[src/rtl/muldiv_pkg.sv]
// Shared constants for the iterative multiply/divide unit: operation
// encodings, FSM state encodings and the default operand width.
package muldiv_pkg;

  localparam int unsigned DEF_WIDTH = 32;

  localparam logic [1:0] OP_MULT  = 2'b00;
  localparam logic [1:0] OP_MULTU = 2'b01;
  localparam logic [1:0] OP_DIV   = 2'b10;
  localparam logic [1:0] OP_DIVU  = 2'b11;

  localparam logic [1:0] S_IDLE = 2'd0;
  localparam logic [1:0] S_RUN  = 2'd1;
  localparam logic [1:0] S_FIX  = 2'd2;

endpackage

[src/rtl/muldiv_if.sv]
// Request/response bundle between the execute stage and the muldiv unit.
interface muldiv_if
  import muldiv_pkg::*;
#(
  parameter int unsigned WIDTH = DEF_WIDTH
) ();

  logic             start;
  logic [1:0]       op;
  logic [WIDTH-1:0] operand_a;
  logic [WIDTH-1:0] operand_b;
  logic             hi_we;
  logic             lo_we;
  logic             busy;
  logic             done;
  logic             div_by_zero;
  logic [WIDTH-1:0] hi;
  logic [WIDTH-1:0] lo;

  modport master (
    output start, op, operand_a, operand_b, hi_we, lo_we,
    input  busy, done, div_by_zero, hi, lo
  );

  modport slave (
    input  start, op, operand_a, operand_b, hi_we, lo_we,
    output busy, done, div_by_zero, hi, lo
  );

endinterface

[src/rtl/muldiv_unit.sv]
// Iterative MULT/MULTU/DIV/DIVU unit holding the HI/LO registers.
// Shift-add multiply and restoring divide share one 2*WIDTH accumulator.
// Optional macro FAST_MUL_EN: multiplies complete via a single-cycle
// combinational product instead of the iterative loop.
module muldiv_unit
  import muldiv_pkg::*;
#(
  parameter int unsigned WIDTH = DEF_WIDTH
) (
  input  logic     clk,
  input  logic     rst,
  muldiv_if.slave  bus
);

  localparam int unsigned CYCLES = WIDTH;
  localparam int unsigned CW     = $clog2(CYCLES + 1);
  localparam int unsigned AW     = 2 * WIDTH;

  logic [1:0]       state_q, state_d;
  logic             busy_q, busy_d;
  logic             done_q, done_d;
  logic             dbz_q, dbz_d;
  logic [WIDTH-1:0] hi_q, hi_d;
  logic [WIDTH-1:0] lo_q, lo_d;
  logic [CW-1:0]    cnt_q, cnt_d;
  logic [AW-1:0]    acc_q, acc_d;
  logic [WIDTH-1:0] b_q, b_d;
  logic [WIDTH-1:0] a_q, a_d;
  logic [1:0]       op_q, op_d;
  logic             neg_res_q, neg_res_d;
  logic             neg_rem_q, neg_rem_d;
  logic             zero_q, zero_d;

  logic             a_neg, b_neg;
  logic [WIDTH-1:0] mag_a, mag_b;
  logic [WIDTH:0]   mul_sum;
  logic [AW-1:0]    mul_next;
  logic [WIDTH:0]   div_rem_sh;
  logic [WIDTH:0]   div_diff;
  logic [AW-1:0]    div_next;
  logic [AW-1:0]    prod_fix;
  logic [WIDTH-1:0] quo_fix, rem_fix;

  // Operand magnitudes and signs; unsigned ops never see a negative operand
  assign a_neg = ~bus.op[0] & bus.operand_a[WIDTH-1];
  assign b_neg = ~bus.op[0] & bus.operand_b[WIDTH-1];
  assign mag_a = a_neg ? (~bus.operand_a + WIDTH'(1)) : bus.operand_a;
  assign mag_b = b_neg ? (~bus.operand_b + WIDTH'(1)) : bus.operand_b;

  // One shift-add step: multiplier in the low half, partial product in the high half
  assign mul_sum  = {1'b0, acc_q[AW-1:WIDTH]} + {1'b0, (acc_q[0] ? b_q : '0)};
  assign mul_next = {mul_sum, acc_q[WIDTH-1:1]};

  // One restoring-divide step: remainder in the high half, quotient shifts in low
  assign div_rem_sh = {acc_q[AW-1:WIDTH], acc_q[WIDTH-1]};
  assign div_diff   = div_rem_sh - {1'b0, b_q};
  assign div_next   = div_diff[WIDTH] ? {div_rem_sh[WIDTH-1:0], acc_q[WIDTH-2:0], 1'b0}
                                      : {div_diff[WIDTH-1:0], acc_q[WIDTH-2:0], 1'b1};

  // Sign correction applied when the result is committed
  assign prod_fix = neg_res_q ? (~acc_q + AW'(1)) : acc_q;
  assign quo_fix  = neg_res_q ? (~acc_q[WIDTH-1:0] + WIDTH'(1)) : acc_q[WIDTH-1:0];
  assign rem_fix  = neg_rem_q ? (~acc_q[AW-1:WIDTH] + WIDTH'(1)) : acc_q[AW-1:WIDTH];

`ifdef FAST_MUL_EN
  logic [AW-1:0] fast_prod;
  assign fast_prod = AW'(mag_a) * AW'(mag_b);
`endif

  // Next-state and datapath control
  always_comb begin
    state_d   = state_q;
    busy_d    = busy_q;
    done_d    = 1'b0;
    dbz_d     = dbz_q;
    hi_d      = hi_q;
    lo_d      = lo_q;
    cnt_d     = cnt_q;
    acc_d     = acc_q;
    b_d       = b_q;
    a_d       = a_q;
    op_d      = op_q;
    neg_res_d = neg_res_q;
    neg_rem_d = neg_rem_q;
    zero_d    = zero_q;
    case (state_q)
      S_IDLE: begin
        if (bus.start) begin
          busy_d    = 1'b1;
          cnt_d     = '0;
          dbz_d     = 1'b0;
          op_d      = bus.op;
          a_d       = bus.operand_a;
          neg_res_d = a_neg ^ b_neg;
          neg_rem_d = a_neg;
          zero_d    = (bus.operand_b == '0);
          state_d   = S_RUN;
          if (bus.op[1]) begin
            acc_d = {WIDTH'(0), mag_a};
            b_d   = mag_b;
          end else begin
            acc_d = {WIDTH'(0), mag_b};
            b_d   = mag_a;
`ifdef FAST_MUL_EN
            acc_d   = fast_prod;
            state_d = S_FIX;
`endif
          end
        end else begin
          if (bus.hi_we) hi_d = bus.operand_a;
          if (bus.lo_we) lo_d = bus.operand_a;
        end
      end
      S_RUN: begin
        acc_d = op_q[1] ? div_next : mul_next;
        cnt_d = cnt_q + CW'(1);
        if (cnt_q == CW'(CYCLES - 1)) state_d = S_FIX;
      end
      S_FIX: begin
        if (op_q[1]) begin
          if (zero_q) begin
            lo_d  = '1;
            hi_d  = a_q;
            dbz_d = 1'b1;
          end else begin
            lo_d = quo_fix;
            hi_d = rem_fix;
          end
        end else begin
          hi_d = prod_fix[AW-1:WIDTH];
          lo_d = prod_fix[WIDTH-1:0];
        end
        done_d  = 1'b1;
        busy_d  = 1'b0;
        state_d = S_IDLE;
      end
      default: begin
        state_d = S_IDLE;
        busy_d  = 1'b0;
      end
    endcase
  end

  // State and datapath registers
  always_ff @(posedge clk or posedge rst) begin
    if (rst) begin
      state_q   <= S_IDLE;
      busy_q    <= 1'b0;
      done_q    <= 1'b0;
      dbz_q     <= 1'b0;
      hi_q      <= '0;
      lo_q      <= '0;
      cnt_q     <= '0;
      acc_q     <= '0;
      b_q       <= '0;
      a_q       <= '0;
      op_q      <= '0;
      neg_res_q <= 1'b0;
      neg_rem_q <= 1'b0;
      zero_q    <= 1'b0;
    end else begin
      state_q   <= state_d;
      busy_q    <= busy_d;
      done_q    <= done_d;
      dbz_q     <= dbz_d;
      hi_q      <= hi_d;
      lo_q      <= lo_d;
      cnt_q     <= cnt_d;
      acc_q     <= acc_d;
      b_q       <= b_d;
      a_q       <= a_d;
      op_q      <= op_d;
      neg_res_q <= neg_res_d;
      neg_rem_q <= neg_rem_d;
      zero_q    <= zero_d;
    end
  end

  assign bus.busy        = busy_q;
  assign bus.done        = done_q;
  assign bus.div_by_zero = dbz_q;
  assign bus.hi          = hi_q;
  assign bus.lo          = lo_q;

endmodule

[src/flat_wrapper.sv]
// flat-port wrapper written by rule: the top's interface ports become plain ports
module muldiv_unit_flat import muldiv_pkg::*;
#(
  parameter int unsigned WIDTH = DEF_WIDTH
)
  (clk, rst, bus_start, bus_op, bus_operand_a, bus_operand_b, bus_hi_we, bus_lo_we, bus_busy, bus_done, bus_div_by_zero, bus_hi, bus_lo);
  muldiv_if #(.WIDTH(WIDTH)) bus_i ();
  input  logic clk;
  input  logic rst;
  input wire logic [$bits(bus_i.start)-1:0] bus_start;
  input wire logic [$bits(bus_i.op)-1:0] bus_op;
  input wire logic [$bits(bus_i.operand_a)-1:0] bus_operand_a;
  input wire logic [$bits(bus_i.operand_b)-1:0] bus_operand_b;
  input wire logic [$bits(bus_i.hi_we)-1:0] bus_hi_we;
  input wire logic [$bits(bus_i.lo_we)-1:0] bus_lo_we;
  output wire logic [$bits(bus_i.busy)-1:0] bus_busy;
  output wire logic [$bits(bus_i.done)-1:0] bus_done;
  output wire logic [$bits(bus_i.div_by_zero)-1:0] bus_div_by_zero;
  output wire logic [$bits(bus_i.hi)-1:0] bus_hi;
  output wire logic [$bits(bus_i.lo)-1:0] bus_lo;
  assign bus_i.start = bus_start;
  assign bus_i.op = bus_op;
  assign bus_i.operand_a = bus_operand_a;
  assign bus_i.operand_b = bus_operand_b;
  assign bus_i.hi_we = bus_hi_we;
  assign bus_i.lo_we = bus_lo_we;
  assign bus_busy = bus_i.busy;
  assign bus_done = bus_i.done;
  assign bus_div_by_zero = bus_i.div_by_zero;
  assign bus_hi = bus_i.hi;
  assign bus_lo = bus_i.lo;
  muldiv_unit #(.WIDTH(WIDTH)) u_core (.clk(clk), .rst(rst), .bus(bus_i));
endmodule
[config.mk]
export PLATFORM = sky130hd
export DESIGN_NAME = muldiv_unit_flat
export DESIGN_NICKNAME = d
export VERILOG_FILES = /design/src/rtl/muldiv_pkg.sv /design/src/rtl/muldiv_if.sv /design/src/rtl/muldiv_unit.sv /design/src/flat_wrapper.sv
export SDC_FILE = /design/constraint.sdc
export NUM_CORES = 1
export LEC_CHECK = 0
export CORE_MARGIN = 10
export CORE_UTILIZATION = 59
export DETAILED_ROUTE_END_ITERATION = 8
export DONT_BUFFER_PORTS = 1
export PLACE_DENSITY = 0.78
export SLEW_MARGIN = 40
export SYNTH_ARGS = -nofsm -noshare
export SYNTH_HDL_FRONTEND = slang
export SYNTH_SLANG_ARGS = --single-unit
[constraint.sdc]
create_clock -name clk -period 6.83 [get_ports clk]
set_input_delay 1.366 -clock clk [delete_from_list [all_inputs] [get_ports clk]]
set_output_delay 1.366 -clock clk [all_outputs]
set_load 0.01 [all_outputs]
==> metrics.txt, run 1 <==
Seq pwr share=26.9%; post-CTS sizing=0; period utilisation layout=60.1%; clock sinks=207; initial core utilization=59.7%; Slew @ Worst Pin=0.842 ns; Sw Ratio=51.6%; met1 usage=45.1%; I/O pins=138; Max clock buf depth=3; slack of the critical path=2.73 ns; reg2reg path depth=13; mean routed wirelength per cell=25.1 um; gr usage total=33.3%; Arr. time, crit path=4.55 ns; final setup fails=0; sum of routed wire length over all layers=62600 um; hold depth=2; vias in the first global route=15953; Setup crit start kind=flop; worst slack, placed=2.69 ns; P_int=5.28 mW; Crit path required time=7.27 ns; area share of the largest cell type after synthesis=30.2%; Congestion Overflow GR=0; combinational fraction of design power=60.0%; met2 Use GR=48.9%; row cnt=62; Yosys cell types=80; net load switching power=5.63 mW; max-cap viol count=0; initial antenna violation count=0; layout cell share with drive strength beyond 1=5.12%; Core Box Area=28700 um2; Leakage=7.51 nW; Worst path most repeated cell=o21ai_0; status=finished clean; Detailed Routing Iterations Pass 1=6; clock skew=0.0227 ns; most used flip-flop cell after synthesis=dfrtp_1; Highest Clock Rate=0.244 GHz; Avg Synthesized Cell Area=7.76 um2; FFs w/ async S/R, synth=100%; post-CTS setup buffer count=0; top post-synthesis cells by count=309 x nand2_1, 220 x o21ai_0, 207 x dfrtp_1; syn_nets=2351; CTS tree=yes; Buf/Inv on CP=2; Worst-Skew Late Latency=0.55 ns; drt via density=6.85; Slew Viols, Final=0; yosys warns=0; largest net degree at the start of global routing=93; FF/Latch Area=5190 um2; TritonCTS Buffers=24; Tmin final=4.10 ns; final core occ=63.1%; met3 usage=9.00%; relative slew slack=43.8%; worst path cell trace=inv_1 > buf_4 > nor2_1 > ha_1 > nand4_1 > a211oi_1 > o21ai_0 > a21oi_1 > o31a_1 > o21ai_0 > or4_1 > and3_1 > o21ai_0; Critical Path Slowest Stage Cell=or4_1; register area share after synthesis=30.2%; Layout area overhead=5.74%; Syn Std Cell Area=17100 um2; Levels on crit path=13; final setup TNS=0 ns; DR iter-0 viols=2337; CP max stage delay=0.53 ns; post-synth top area cell=dfrtp_1; DIE HEIGHT=190 um; Synth Register Bits=207; Crit Path Category=reg -> reg; Final Hold Vio Count=0; port bufs=0; Antenna Cells=0; fin nets=2235; Clock Tree Root=clkbuf_16; # hold bufs at CTS=0; Power Density=602 nW/um2; Peak VDD IR=0.343 mV; worst-path maximum fanout=30; crit end category=flop; Post-synth EDFFs=0; first-pass GRT wire length=95500 um; Die X=190 um; Reg clk slew, reported paths=0.06 ns; Post-Synthesis Cells=2209; RePlAce Congestion=0.985; Filler Cell Count=2536; CTS H-tree lvls=1; RSZ-0062 raised after global routing=false; top-count cell post-synth=nand2_1; Hold Crit Class=reg -> reg; CP delay by family, top=compound AO/OA/AOI/OAI gates; Clock Power Share=13.1%; top post-synthesis cells by area=dfrtp_1 30%, nand2_1 6.8%, o21ai_0 6.4%; DR vias=17086; Multi-input gate area=11100 um2; die area=36300 um2; remaining antenna violation count after routing=0; global route hottest layer=met2; Remaining DRCs=0; Detail Placement HPWL=46300 um
layout make-up:
class                   count  share of cell area (%)
clock inverters            15                    1.10
well taps                 384                    2.65
flip-flops and latches    207                    28.6
inverters                  76                    1.59
multi-input cells        1760                    61.2
repair buffers             24                    1.10
clock buffers              29                    3.69
tightest hold or removal path, stage by stage, from the launching register on:
cell and delay [ns]:
dfrtp_1 0.34, nand2_1 0.04, o21ai_0 0.06
power by group through the flow:
stage	registers [mW]	logic, mW	clock network (mW)
6_report	2.94	6.54	1.43
5_1_grt	3.00	7.20	1.48
4_1_cts	2.88	6.39	1.43
3_5_place_dp	2.89	6.35	0
3_3_place_gp	2.86	6.22	0
2_1_floorplan	2.30	5.13	0
path summary, 6_finish.rpt:
path                                        startpoint                            to  slack [ns]
setup reg to reg           u_core.acc_q[0]$_DFFE_PP0P_  u_core.acc_q[59]$_DFFE_PP0P_        2.73
hold reg to reg              u_core.b_q[2]$_DFFE_PP0P_     u_core.b_q[2]$_DFFE_PP0P_        0.48
setup / recovery           u_core.acc_q[0]$_DFFE_PP0P_  u_core.acc_q[59]$_DFFE_PP0P_        2.73
hold / removal               u_core.b_q[2]$_DFFE_PP0P_     u_core.b_q[2]$_DFFE_PP0P_        0.48
max in group asynchronous                          rst    u_core.op_q[1]$_DFFE_PP0P_        5.06
min in group asynchronous                          rst  u_core.bus.lo[6]$_DFFE_PP0P_        0.68
flip-flops by register name (all words and copies together), names as in the netlist, 2 cells and up:
| name | flops |
|---|---|
| u_core.b_q | 32 |
| u_core.cnt_q | 6 |
| u_core.acc_q | 64 |
| u_core.bus.hi | 32 |
| u_core.a_q | 32 |
| u_core.state_q | 2 |
| u_core.bus.lo | 32 |
cells by family after synthesis:
kind of cell             after synthesis  share of synthesized area (%)
flip-flops                           207                           30.2
AO/OA/AOI/OAI                        713                           26.3
XOR/XNOR                             194                           9.91
buffers and inverters                242                           5.34
multiplexers                          64                           3.78
AND/OR/NAND/NOR                      718                           19.2
adder cells (fa/ha/maj)               71                           5.27
per-layer routing:
| metal | share of wire, % | vias up |
|---|---|---|
| met5 | 0 | - |
| li1 | - | 7706 |
| met1 | 40 | 8182 |
| met2 | 43 | 1021 |
| met3 | 12 | 177 |
| met4 | 4.9 | 0 |
cells in the final DEF (no fill, tap or decap), types with 26 or more instances in the layout:
cell | synthesis | routed
o211ai_1 | 27 | 27
a31oi_1 | 28 | 28
nor3_1 | 38 | 38
nand3_1 | 33 | 33
mux2i_1 | 58 | 58
xnor2_1 | 86 | 85
nand2_1 | 309 | 307
inv_1 | 75 | 74
a21oi_1 | 159 | 159
o31ai_1 | 30 | 30
o21ai_0 | 220 | 220
ha_1 | 69 | 69
dfrtp_1 | 207 | 203
a211oi_1 | 45 | 45
o22ai_1 | 26 | 26
nor2_1 | 180 | 179
xor2_1 | 108 | 107
stage by stage:
step	hold WS (ns)	cells	instance area, um2	power (mW)
2_1_floorplan	0.440	2209	17100	7.43
3_3_place_gp	0.456	2450	17200	9.08
3_5_place_dp	0.463	2450	17200	9.24
4_1_cts	0.479	2494	18100	10.7
5_1_grt	0.505	2495	18100	11.7
6_report	0.479	2495	18100	10.9
No activity file was read; power rests on OpenSTA's default activity.
==> inputs of run 2 (changes only) <==
clock period = 3.6 ns   (was 6.83 ns; I/O delays follow)
==> metrics.txt, run 2 (synthesis results as in run 1) <==
mean routed wirelength per cell=24.3 um; DIE HEIGHT=190 um; Peak VDD IR=0.773 mV; drt via density=6.76; initial core utilization=59.7%; final core occ=64.6%; Critical Path Slowest Stage Cell=or4_1; reg2reg path depth=13; relative slew slack=45.6%; CTS tree=yes; port bufs=0; Arr. time, crit path=3.98 ns; sum of routed wire length over all layers=62100 um; Pwr Total=20.9 mW; most frequent cells in the layout=308 x nand2_1, 219 x o21ai_0, 204 x dfrtp_1, 179 x nor2_1, 158 x a21oi_1; Tmin final=3.52 ns; first-pass GRT wire length=94200 um; RSZ-0062 raised after global routing=false; Core Box Area=28700 um2; Detail Placement HPWL=46100 um; Clock Power Share=12.3%; final setup fails=0; gr usage total=32.8%; Crit Reg-Reg Startpoint=u_core.acc_q[0]$_DFFE_PP0P_; Crit path required time=4.06 ns; worst path cell trace=inv_1 > buf_12 > nor2_1 > ha_1 > nand4_1 > a211oi_1 > o21ai_1 > a21oi_1 > o31a_1 > o21ai_0 > or4_1 > and3_1 > o21ai_0; Worst path most repeated cell=o21ai_0; layout cell share with drive strength beyond 1=7.15%; final setup TNS=0 ns; P_int=10.3 mW; CTS H-tree lvls=1; Most flops, register=u_core.acc_q; row cnt=62; die area=36300 um2; Clock Tree Root=clkbuf_16; Seq pwr share=24.7%; crit end category=flop; initial antenna violation count=0; Setup crit start kind=flop; TritonCTS Buffers=25; Slew Viols, Final=0; I/O pins=138; period utilisation layout=97.6%; max FFs per register=64; Congestion Overflow GR=0; Final Hold Vio Count=0; worst-path maximum fanout=32; remaining antenna violation count after routing=0; worst r2r dst=u_core.acc_q[59]$_DFFE_PP0P_; largest net degree at the start of global routing=127; DR vias=17260; net load switching power=10.6 mW; register-to-register setup slack=0.08 ns; Detailed Routing Iterations Pass 1=8; fin nets=2292; clock sinks=207; Highest Clock Rate=0.284 GHz; combinational fraction of design power=62.9%; Sw Ratio=50.6%; Hold Crit Class=in -> async; clock skew=0.0335 ns; # hold bufs at CTS=0; Power Density=1130 nW/um2; CP max stage delay=0.51 ns; Remaining DRCs=0; Reg clk slew, reported paths=0.06 ns; Max clock buf depth=3; Leakage=7.77 nW; DR iter-0 viols=2524; max-cap viol count=0; Crit Path Category=reg -> reg; Antenna Cells=0; RePlAce Congestion=1.02; vias in the first global route=16045; most common cell after layout, fill and taps aside=nand2_1; Worst-Skew Late Latency=0.57 ns; Die X=190 um; Slew @ Worst Pin=0.810 ns; status=finished clean; Layout area overhead=8.12%
==> run 2: timing repair <==
action | CTS | global route
buffers inserted | 0 | 1
endpoints found under the setup margin | 0 | 2
resized for setup | 0 | 2
==> run 2: final cells by class <==
| class | count | area (um2) |
|---|---|---|
| multi-input cells | 1760 | 11100 |
| fillers | 2517 | 10200 |
| flip-flops and latches | 207 | 5190 |
| clock buffers | 40 | 742 |
| repair buffers | 80 | 663 |
| well taps | 384 | 480 |
| inverters | 76 | 289 |
| clock inverters | 6 | 76.3 |
==> run 2: per-stage QoR <==
stage	cells	cell area, um2	hold slack [ns]	setup slack [ns]
floorplan	2209	17100	0.440	0.179
global placement	2506	17700	0.458	0.302
detailed placement	2506	17700	0.463	0.197
CTS	2552	18500	0.203	0.154
global route	2553	18500	0.209	0.000296
finish	2553	18500	0.165	0.0848
==> run 2: worst max-delay path by stage <==
stage                                start                           end  slack [ns]  depth (start not counted)
2_1_floorplan  u_core.acc_q[0]$_DFFE_PP0P_  u_core.acc_q[60]$_DFFE_PP0P_        0.18                         14
3_3_place_gp   u_core.acc_q[0]$_DFFE_PP0P_  u_core.acc_q[60]$_DFFE_PP0P_        0.30                         13
3_5_place_dp   u_core.acc_q[0]$_DFFE_PP0P_  u_core.acc_q[60]$_DFFE_PP0P_        0.20                         13
4_1_cts        u_core.acc_q[0]$_DFFE_PP0P_  u_core.acc_q[60]$_DFFE_PP0P_        0.15                         13
5_1_grt        u_core.acc_q[0]$_DFFE_PP0P_  u_core.acc_q[59]$_DFFE_PP0P_      0.0003                         13
6_report       u_core.acc_q[0]$_DFFE_PP0P_  u_core.acc_q[59]$_DFFE_PP0P_        0.08                         13
==> run 2: power by group through the flow <==
| stage | clock (mW) | combinational, mW | sequential [mW] |
|---|---|---|---|
| after floorplan | 0 | 9.73 | 4.37 |
| after global placement | 0 | 12.5 | 5.10 |
| after detailed placement | 0 | 12.8 | 5.14 |
| after CTS | 2.57 | 12.9 | 5.11 |
| after global routing | 2.66 | 14.5 | 5.30 |
| final | 2.58 | 13.2 | 5.18 |
==> run 2: worst max-delay path, delay by kind of cell, from the launching register on <==
kind	cells	cell delay, ns
AOI/OAI and AO/OA	6	1.31
adders and majority gates	1	0.40
buffers and inverters	2	0.32
DFF	1	0.42
and+or+nand+nor	4	0.96
==> run 2: routing by layer <==
layer / global-route usage, % / wire [um]
met3: 9.13 / 7950
met5: 0 / 0
met1: 43.5 / 24500
met4: 15.1 / 3290
met2: 48.7 / 26300
